`src/rtl/core_if_pkg.sv`:
```
// Shared types and constants for the instruction fetch stage.
package core_if_pkg;

  localparam logic [31:0] INST_NOP    = 32'h0000_0013;
  localparam logic [31:0] ZERO_WORD   = 32'h0000_0000;
  localparam logic [31:0] IF_RESET_PC = 32'h0000_0000;
  localparam logic [31:0] PC_STEP     = 32'd4;

  // One buffered instruction together with the address it was fetched from.
  typedef struct packed {
    logic [31:0] inst;
    logic [31:0] addr;
  } fetch_entry_t;

  // Drop the byte offset of a redirect target; misaligned targets are truncated.
  function automatic logic [31:0] word_align(input logic [31:0] addr);
    return addr & ~32'h0000_0003;
  endfunction

endpackage

```
`src/rtl/core_if_fifo.sv`:
```
// Synchronous FIFO holding fetched instructions. Flush empties it in one cycle
// and overrides any push or pop in that same cycle.
module core_if_fifo #(
  parameter int WIDTH = 64,
  parameter int DEPTH = 2
) (
  input  logic                     clk,
  input  logic                     rst,
  input  logic                     flush,
  input  logic                     push,
  input  logic [WIDTH-1:0]         wdata,
  input  logic                     pop,
  output logic [WIDTH-1:0]         rdata,
  output logic                     full,
  output logic                     empty,
  output logic [$clog2(DEPTH):0]   count
);
  localparam int AW = $clog2(DEPTH);

  logic [WIDTH-1:0] mem [DEPTH];
  logic [AW-1:0]    wr_ptr;
  logic [AW-1:0]    rd_ptr;
  logic             do_push;
  logic             do_pop;

  assign empty   = (count == '0);
  assign full    = (count == (AW+1)'(DEPTH));
  assign do_pop  = pop & ~empty;
  assign do_push = push & (~full | do_pop);
  assign rdata   = mem[rd_ptr];

  // storage array; contents are only observed while count is non-zero
  always_ff @(posedge clk) begin
    if (do_push && !flush) begin
      mem[wr_ptr] <= wdata;
    end
  end

  // pointers and occupancy; DEPTH is a power of two so pointers wrap naturally
  always_ff @(posedge clk or negedge rst) begin
    if (!rst) begin
      wr_ptr <= '0;
      rd_ptr <= '0;
      count  <= '0;
    end else if (flush) begin
      wr_ptr <= '0;
      rd_ptr <= '0;
      count  <= '0;
    end else begin
      if (do_push) wr_ptr <= wr_ptr + 1'b1;
      if (do_pop)  rd_ptr <= rd_ptr + 1'b1;
      case ({do_push, do_pop})
        2'b10:   count <= count + 1'b1;
        2'b01:   count <= count - 1'b1;
        default: count <= count;
      endcase
    end
  end

endmodule

```
`src/rtl/core_if.sv`:
```
// Instruction fetch stage: owns the PC, issues word reads over req/gnt/rvalid,
// and hands {instruction, address} pairs downstream under valid/ready.
module core_if
  import core_if_pkg::*;
#(
  parameter logic [31:0] RESET_PC   = IF_RESET_PC,
  parameter int          FIFO_DEPTH = 2
) (
  input  logic        clk,
  input  logic        rst,
  output logic        imem_req_out,
  output logic [31:0] imem_addr_out,
  input  logic        imem_gnt_in,
  input  logic        imem_rvalid_in,
  input  logic [31:0] imem_rdata_in,
  input  logic        jump_flag_in,
  input  logic [31:0] jump_addr_in,
  input  logic        hold_in,
  output logic        inst_valid_out,
  input  logic        inst_ready_in,
  output logic [31:0] inst_out,
  output logic [31:0] inst_addr_out
);
  localparam int          AW      = $clog2(FIFO_DEPTH);
  localparam int          CW      = AW + 1;
  localparam logic [CW:0] CREDITS = (CW+1)'(FIFO_DEPTH);

  logic [31:0]   pc;
  logic [CW-1:0] in_flight;
  logic [CW-1:0] in_flight_nxt;
  logic [CW-1:0] discard;
  logic          fetch_en;

  logic [CW-1:0] fifo_count;
  logic [CW:0]   occupancy;
  logic          fifo_full;
  logic          fifo_empty;
  logic          fifo_push;
  logic          fifo_pop;
  fetch_entry_t  fifo_wdata;
  fetch_entry_t  fifo_rdata;

  logic [31:0]   aq_mem [FIFO_DEPTH];
  logic [AW-1:0] aq_wr;
  logic [AW-1:0] aq_rd;

  logic          req_fire;
  logic          rvalid_ok;

  // Every outstanding request owns a FIFO slot, so a response can always be stored.
  assign occupancy     = {1'b0, fifo_count} + {1'b0, in_flight};
  assign imem_req_out  = fetch_en & ~hold_in & ~jump_flag_in & (occupancy < CREDITS);
  assign imem_addr_out = pc;
  assign req_fire      = imem_req_out & imem_gnt_in;

  // A response with nothing outstanding (e.g. left over from before a reset) is ignored.
  assign rvalid_ok     = imem_rvalid_in & (in_flight != '0);
  assign in_flight_nxt = in_flight + CW'(req_fire) - CW'(rvalid_ok);

  // Responses belonging to a pre-redirect request are dropped; a redirect in the
  // same cycle flushes the FIFO, so nothing arriving then is kept either.
  assign fifo_push       = rvalid_ok & (discard == '0) & ~jump_flag_in & ~fifo_full;
  assign fifo_wdata.inst = imem_rdata_in;
  assign fifo_wdata.addr = aq_mem[aq_rd];
  assign fifo_pop        = inst_valid_out & inst_ready_in;

  assign inst_valid_out = ~fifo_empty;
  assign inst_out       = fifo_empty ? INST_NOP  : fifo_rdata.inst;
  assign inst_addr_out  = fifo_empty ? ZERO_WORD : fifo_rdata.addr;

  core_if_fifo #(
    .WIDTH ($bits(fetch_entry_t)),
    .DEPTH (FIFO_DEPTH)
  ) u_fifo (
    .clk   (clk),
    .rst   (rst),
    .flush (jump_flag_in),
    .push  (fifo_push),
    .wdata (fifo_wdata),
    .pop   (fifo_pop),
    .rdata (fifo_rdata),
    .full  (fifo_full),
    .empty (fifo_empty),
    .count (fifo_count)
  );

  // response-address queue storage: one entry per granted, not yet answered request
  always_ff @(posedge clk) begin
    if (req_fire) begin
      aq_mem[aq_wr] <= pc;
    end
  end

  // response-address queue pointers; responses return in order so a ring suffices
  always_ff @(posedge clk or negedge rst) begin
    if (!rst) begin
      aq_wr <= '0;
      aq_rd <= '0;
    end else begin
      if (req_fire)  aq_wr <= aq_wr + 1'b1;
      if (rvalid_ok) aq_rd <= aq_rd + 1'b1;
    end
  end

  // PC, outstanding-request and discard bookkeeping; fetch_en keeps req low while in reset
  always_ff @(posedge clk or negedge rst) begin
    if (!rst) begin
      pc        <= RESET_PC;
      in_flight <= '0;
      discard   <= '0;
      fetch_en  <= 1'b0;
    end else begin
      fetch_en  <= 1'b1;
      in_flight <= in_flight_nxt;
      if (jump_flag_in) begin
        pc      <= word_align(jump_addr_in);
        discard <= in_flight_nxt;
      end else begin
        if (req_fire) begin
          pc <= pc + PC_STEP;
        end
        if (rvalid_ok && discard != '0) begin
          discard <= discard - 1'b1;
        end
      end
    end
  end

`ifdef CORE_IF_PROTOCOL_CHECKS
  // flag memory responses that arrive with no request outstanding
  always @(posedge clk) begin
    if (rst && imem_rvalid_in && in_flight == '0) begin
      $error("core_if: rvalid with no request in flight");
    end
  end
`endif

endmodule

```
`config.mk`:
```
export PLATFORM = sky130hd
export DESIGN_NAME = core_if
export DESIGN_NICKNAME = d
export VERILOG_FILES = /design/src/rtl/core_if_pkg.sv /design/src/rtl/core_if_fifo.sv /design/src/rtl/core_if.sv
export SDC_FILE = /design/constraint.sdc
export NUM_CORES = 1
export LEC_CHECK = 0
export ABC_AREA = 1
export CAP_MARGIN = 20
export CORE_UTILIZATION = 40
export DETAILED_ROUTE_END_ITERATION = 10
export SYNTH_ARGS = -nofsm -noshare
export SYNTH_HDL_FRONTEND = slang
export SYNTH_SLANG_ARGS = --single-unit
```
`constraint.sdc`:
```
create_clock -name clk -period 6 [get_ports clk]
set_input_delay 0.6 -clock clk [delete_from_list [all_inputs] [get_ports clk]]
set_output_delay 0.6 -clock clk [all_outputs]
set_load 0.03 [all_outputs]
```
=== Yosys cells after proc, flatten, opt, wreduce, memory -nomap -nowiden ===
Memory sizes are Yosys's and may differ from the RTL's.
Cells that the tools add are included.
Widths: inputs -> output; s select.

* Memories kept: 2
* Memory bits (writable): 192
* Output and inout port bits: 98
* Flip-flop bits (word level): 43

{| class="wikitable"
|+ Memory list
! name !! words !! bits a word !! rd ports !! clocked after memory_dff !! wr ports !! line !! text
|-
| u_fifo.mem || 2 || 64 || 1 || 0 || 1 || core_if_fifo.sv:20 || <nowiki>logic [WIDTH-1:0] mem [DEPTH];</nowiki>
|-
| aq_mem || 2 || 32 || 1 || 0 || 1 || core_if.sv:43 || <nowiki>logic [31:0] aq_mem [FIFO_DEPTH];</nowiki>
|}

* Bitwise gates (word level): 16
* Magnitude comparators: 1
* Eq/ne operators: 3
* Add/subtract/negate cells: 11
* Mux-type cells: 16
* Reductions and logical operators: 12

{| class="wikitable"
|+ Operator list
! operator !! count
|-
| $mux 32 || 4
|-
| $add 32x3->32 const B || 1
|-
| $reduce_bool 2->1 || 6
|-
| $and 1x1->1 || 11
|-
| $mux 1 || 8
|-
| $mux 2 || 3
|-
| $add 1x1->1 const B || 4
|-
| $eq 2x2->1 const B || 2
|-
| $logic_not 2->1 || 2
|-
| $not 1->1 || 4
|-
| $pmux 2 s2 || 1
|-
| $sub 2x1->2 const B || 2
|-
| $add 2x2->3 || 1
|-
| $lt 3x2->1 const B || 1
|-
| $reduce_bool 3->1 || 1
|-
| $add 2x1->2 || 1
|-
| $add 2x1->2 const B || 1
|-
| $eq 2x1->1 const B || 1
|-
| $logic_and 1x1->1 || 2
|-
| $sub 2x1->2 || 1
|-
| $logic_not 1->1 || 1
|-
| $or 1x1->1 || 1
|}

=== Depth between registers and ports, before layout ===
* Depth in word-level cells: 9
* Gate-level depth with buffers: 13
* Gate-level depth less buffers: 12

=== Hierarchy ===
From an unflattened synthesis, not the netlist that was laid out.

* Cells, all modules: 1059
* Area, all modules: 10192.3 µm²

{| class="wikitable"
|+ By module, submodules not included
! module !! times used !! seq. area each (µm²) !! cells each !! area each (µm²)
|-
| core_if || 1 || 2727.6 || 687 || 5280.1
|-
| core_if_fifo || 1 || 3943.8 || 372 || 4912.2
|}

=== Worst setup path after synthesis ===
No wires, ideal clock.

* Kind: in2reg
* From: input port jump_flag_in
* To: memory u_fifo.mem[0][10], enable pin
* Setup slack: 1.950 ns
* Cell stages on the path: 5
* Arrival: 3.567 ns
* Path buffers: 0
* Cell sequence: inv_1 > nand2_1 > nor2_1 > nand2_2 > nor2_1

* Word-level cells in the longest chain between the ends: 7
* Elaborated cells on any way between the ends: 8
* Classes of those cells: 2 x mux; 4 x bitwise; 2 x reduce/logical

{| class="wikitable"
|+ RTL lines
! element !! line !! text
|-
| from (decl) || core_if.sv:16 || <nowiki>input logic jump_flag_in,</nowiki>
|-
| $not 1->1 || core_if.sv:62 || <nowiki>assign fifo_push = rvalid_ok & (discard == '0) & ~jump_flag_in & ~fifo_full;</nowiki>
|-
| $and 1x1->1 (2 in series) || core_if.sv:62 ||
|-
| $and 1x1->1 || core_if_fifo.sv:29 || <nowiki>assign do_push = push & (~full | do_pop);</nowiki>
|-
| $logic_and 1x1->1 * || core_if_fifo.sv:34 || <nowiki>if (do_push && !flush) begin</nowiki>
|-
| $mux 1 * || core_if_fifo.sv:34 ||
|-
| $mux 1 (implied by the code) * || core_if_fifo.sv:35 || <nowiki>mem[wr_ptr] <= wdata;</nowiki>
|-
| to (decl) || core_if_fifo.sv:20 ||
|}

Every way passes the cells marked *; elsewhere a longest branch is shown, timed or not.

=== Worst setup path in the final report ===
* From: register u_fifo.rd_ptr
* To: output port inst_addr_out[9]

* Word-level cells in the longest chain between the ends: 2

{| class="wikitable"
|+ RTL lines
! element !! line !! text
|-
| from (decl) || core_if_fifo.sv:22 || <nowiki>logic [AW-1:0] rd_ptr;</nowiki>
|-
| from (signal assigned) || core_if_fifo.sv:51 || <nowiki>if (do_pop) rd_ptr <= rd_ptr + 1'b1;</nowiki>
|-
| $mem_v2 2x64 || n/a ||
|-
| $mux 32 || core_if.sv:69 || <nowiki>assign inst_addr_out = fifo_empty ? ZERO_WORD : fifo_rdata.addr;</nowiki>
|-
| to (decl) || core_if.sv:22 || <nowiki>output logic [31:0] inst_addr_out</nowiki>
|}

Every way passes these cells.

==> results by stage <==
Status:
- The flow ran to the end, and the final reports show no timing, DRC or antenna violations.

Global route:
- Global routing consumed, on the met1 layer, 24.3% of the routing resources.
- Entering global routing, the biggest net connects 65 pins.
- The number of antenna violations at the first check in global routing is 0.
- The via count of the first global-routing pass is 6,702.
- Global routing used 3.18% of the available met3 tracks.
- The wire length of the first global-routing pass is 34.8 mm.
- The peak-usage layer in the global routing report is met2.
- For this run, global-route usage on met2 was measured as 29.8%.
- Global routing used 18.0% of the available tracks.
- Global routing finished with a remaining overflow of 0.

Power:
- After layout, the design draws a total of 4.63 mW.
- Dividing total power by cell area gives a power density of 368 nW/um^2.
- Across the VDD grid, the largest voltage drop is 0.235 mV.
- The standby leakage power is 4.91 nW.

Detailed routing:
- The wire length after detailed routing is 22.0 mm.
- The number of design-rule violations left by the first detailed-router iteration is 375.
- The total number of vias is 6,932.
- After detailed routing, the number of remaining DRC violations is 0.
- The number of optimization iterations in the first detailed-route pass is 4.
- Using the TritonRoute via totals, the vias-per-cell ratio works out to 4.73.
- The number of nets with antenna violations after routing is 0.
- Dividing the detail-routed wire length by the instance count gives 15.1 microns.

Worst setup path:
- The required time of the worst setup path is 5.40 ns.
- The count of buffer and inverter cells on the critical path is 4.
- In this design, the largest share of critical-path delay is due to buffers and inverters.
- The largest individual stage delay along the critical path comes from the cell sky130_fd_sc_hd__clkdlybuf4s50_1.
- For the worst setup path, the data arrival time is 3.08 ns.
- The critical path is of the reg2out type.
- STA classifies the critical path startpoint as a register.
- On the worst path, the slowest cell contributes a delay of 0.72 ns.
- The worst setup path is captured at a primary output.
- The maximum fanout along the worst path is 64.
- The most repeated library cell on the critical path is sky130_fd_sc_hd__buf_4.
- The signal on the critical path passes through buf_4, inv_2, buf_4, nand2_1, a21oi_1, clkdlybuf4s50_1.

Clocking:
- Hold repair after CTS inserted 0 buffers.
- The total setup buffers inserted after CTS is 0.
- In this run the number of H-tree levels came out at 1.
- The clock network latency to the later pin of the worst-skew pair is 0.51 ns.
- The number of buffers on the longest clock path is 3.
- The total clock buffers created by CTS is 24.
- TritonCTS built the clock tree.
- The CTS clock-pin slew for the worst setup and hold paths is 0.06 ns.
- The clock tree root buffer cell is sky130_fd_sc_hd__clkbuf_16.
- Counting every sink on the clock net gives 225.
- In this run, post-CTS repair resized a total of 0 instances.

Place:
- The HPWL after detailed placement is 13.9 mm.
- The number of port buffers is 162.
- The congestion estimate from routability-driven global placement came to 0.817.

Timing:
- The final count of pins violating max slew is 0.
- The worst pin sits at a relative slew slack of 34.6%.
- Setup violations remaining at the end of the flow were counted as 0.
- Setup total negative slack on the finished layout was measured at 0 ns.
- The hold violation count in the final report is 0.
- The final critical delay including setup and external delays is 3.68 ns.
- Setup repair after global routing left no endpoint under its margin.
- In the finished design, the share of the clock period the worst path needs comes to 61.3%.
- For this run, the top clock speed supported by timing is 272 MHz.
- Across the routed clock network, the largest skew measured is 0.0172 ns.
- For the pin with the worst max-slew slack, the measured transition is 0.981 ns.

Logic synthesis:
- The Yosys warning count is 0.
- The largest area contributor in the synthesized netlist is sky130_fd_sc_hd__edfxtp_1.
- In this run the mean area of a mapped cell was 10.1 sq um.
- The synthesized flop and latch total is 225.
- Yosys mapped a number of flops with a built-in enable equal to 184.
- In the synthesized netlist the async set-or-reset flop fraction comes to 18.2%.
- The synthesized cell area is 9740 sq um.
- By instance count, the leading cell after synthesis is sky130_fd_sc_hd__nand2_1.
- The post-synthesis cell count is 966.
- The top cell type's share of synthesized area is 56.7%.
- Ranked by total cell area, the synthesized netlist is headed by sky130_fd_sc_hd__edfxtp_1, sky130_fd_sc_hd__nand2_1, sky130_fd_sc_hd__dfrtp_1.
- After synthesis, the most frequently instantiated cells are sky130_fd_sc_hd__nand2_1, sky130_fd_sc_hd__edfxtp_1, sky130_fd_sc_hd__a21oi_1, sky130_fd_sc_hd__inv_1, sky130_fd_sc_hd__nand3_1.
- The predominant post-synthesis flop cell is sky130_fd_sc_hd__edfxtp_1.
- The proportion of synthesized chip area in sequential cells is 67.2%.
- The distinct cell type count after synthesis is 29.

Cells and area:
- The total number of nets in the final design is 1,203.
- 0 antenna diodes ended up in the layout.
- The count of fill cells added during filler insertion is 2,141.
- The relative area change from synthesis to final layout is 29.1%.
- The post-route netlist has 6.72% of its cells at a drive strength greater than 1.

Floorplanning:
- The initial core utilization is 41.1%.
- The die width is 158 microns.
- Pin placement for this block handled 169 I/O pins.
- The die height is 158 microns.
- The die footprint is 25,000 sq um.
- The floorplan row count is 56.
- The floorplan core area is 23,700 sq um.

Hold path:
- The worst hold path belongs to the class in2async.

Run:
- The tool flagged a number of max-cap violations equal to 0.
==> logic make-up after synthesis <==
group,after synthesis,share of synthesized area [%]
compound gates,82,4.39
xor+xnor,14,1.26
fa+ha+maj,5,0.719
buf+inv,98,4.07
flops,225,67.2
other cells,2,0.0771
simple gates,540,22.3
==> final cells by class <==
class	count	area, sq um	share of cell area, %
clock inverter	11	179	1.42
timing repair buffer	174	1720	13.7
clock buffer	33	686	5.45
sequential	225	6550	52.1
tap	319	399	3.17
multi-input combinational	646	2830	22.5
inverter	56	210	1.67
==> per-stage QoR <==
step                std cells  setup WS (ns)  area (sq um)  utilization (%)  hold slack, ns
floorplan                 969           1.95          9760                -           0.304
global placement         1418           2.23         11700             49.3           0.465
detailed placement       1418           2.20         11700             49.3           0.465
CTS                      1462           2.26         12500             53.0           0.273
global route             1464           2.13         12600             53.1           0.501
finish                   1464           2.32         12600             53.1           0.476
==> where the power goes <==
group | switching (mW) | internal, mW | total (mW)
Clock | 0.574 | 1.01 | 1.59
Combinational | 0.701 | 0.370 | 1.07
Sequential | 0.104 | 1.87 | 1.98
==> path summary, 6_finish.rpt <==
check / from / to / slack (ns) / cells after the start
setup / recovery: u_fifo.rd_ptr / inst_addr_out[9] / 2.32 / 6
hold / removal: rst / imem_addr_out[26] / 0.48 / 2
setup reg to reg: u_fifo.count[0] / discard[0] / 3.25 / 13
hold reg to reg: discard[1] / discard[1] / 0.48 / 2
max in group asynchronous: rst / u_fifo.rd_ptr / 5.05 / 3
min in group clk: discard[1] / discard[1] / 0.48 / 2
==> sequential cells by signal, summed over array words and instances (netlist names) <==
name           cells
u_fifo.mem       124
aq_mem            60
imem_addr_out     30
discard            2
in_flight          2
u_fifo.count       2
aq_rd              1
aq_wr              1
fetch_en           1
u_fifo.rd_ptr      1
u_fifo.wr_ptr      1
==> layer usage <==
metal  up-vias  routed length (microns)
li1       3497                        -
met1      3204                    10100
met2       206                    10000
met3        25                     1550
met4         0                      344
met5         -                        0
==> layout by cell type, fill, tap and decap left out, types with 2 or more instances in the layout <==
master                              n
sky130_fd_sc_hd__inv_2              3
sky130_fd_sc_hd__inv_1             53
sky130_fd_sc_hd__a22oi_1            2
sky130_fd_sc_hd__nand2_2            7
sky130_fd_sc_hd__a21oi_1           65
sky130_fd_sc_hd__ha_1               4
sky130_fd_sc_hd__nand3_1           51
sky130_fd_sc_hd__bufinv_16          5
sky130_fd_sc_hd__nor2_4             5
sky130_fd_sc_hd__clkbuf_8           3
sky130_fd_sc_hd__clkbuf_1           5
sky130_fd_sc_hd__nor3_1             3
sky130_fd_sc_hd__nor2_1            46
sky130_fd_sc_hd__o21ai_0            7
sky130_fd_sc_hd__nand2_1          414
sky130_fd_sc_hd__nand4_1            3
sky130_fd_sc_hd__dfrtp_1           40
sky130_fd_sc_hd__conb_1             5
sky130_fd_sc_hd__xnor2_1            3
sky130_fd_sc_hd__edfxtp_1         184
sky130_fd_sc_hd__clkbuf_16         25
sky130_fd_sc_hd__xor2_1            11
sky130_fd_sc_hd__nor2_2            10
sky130_fd_sc_hd__clkdlybuf4s50_1  161
sky130_fd_sc_hd__o21ai_1            3
sky130_fd_sc_hd__buf_4             10
sky130_fd_sc_hd__o211ai_1           3
sky130_fd_sc_hd__clkinv_2           5
Power figures use the tool's default switching activity.
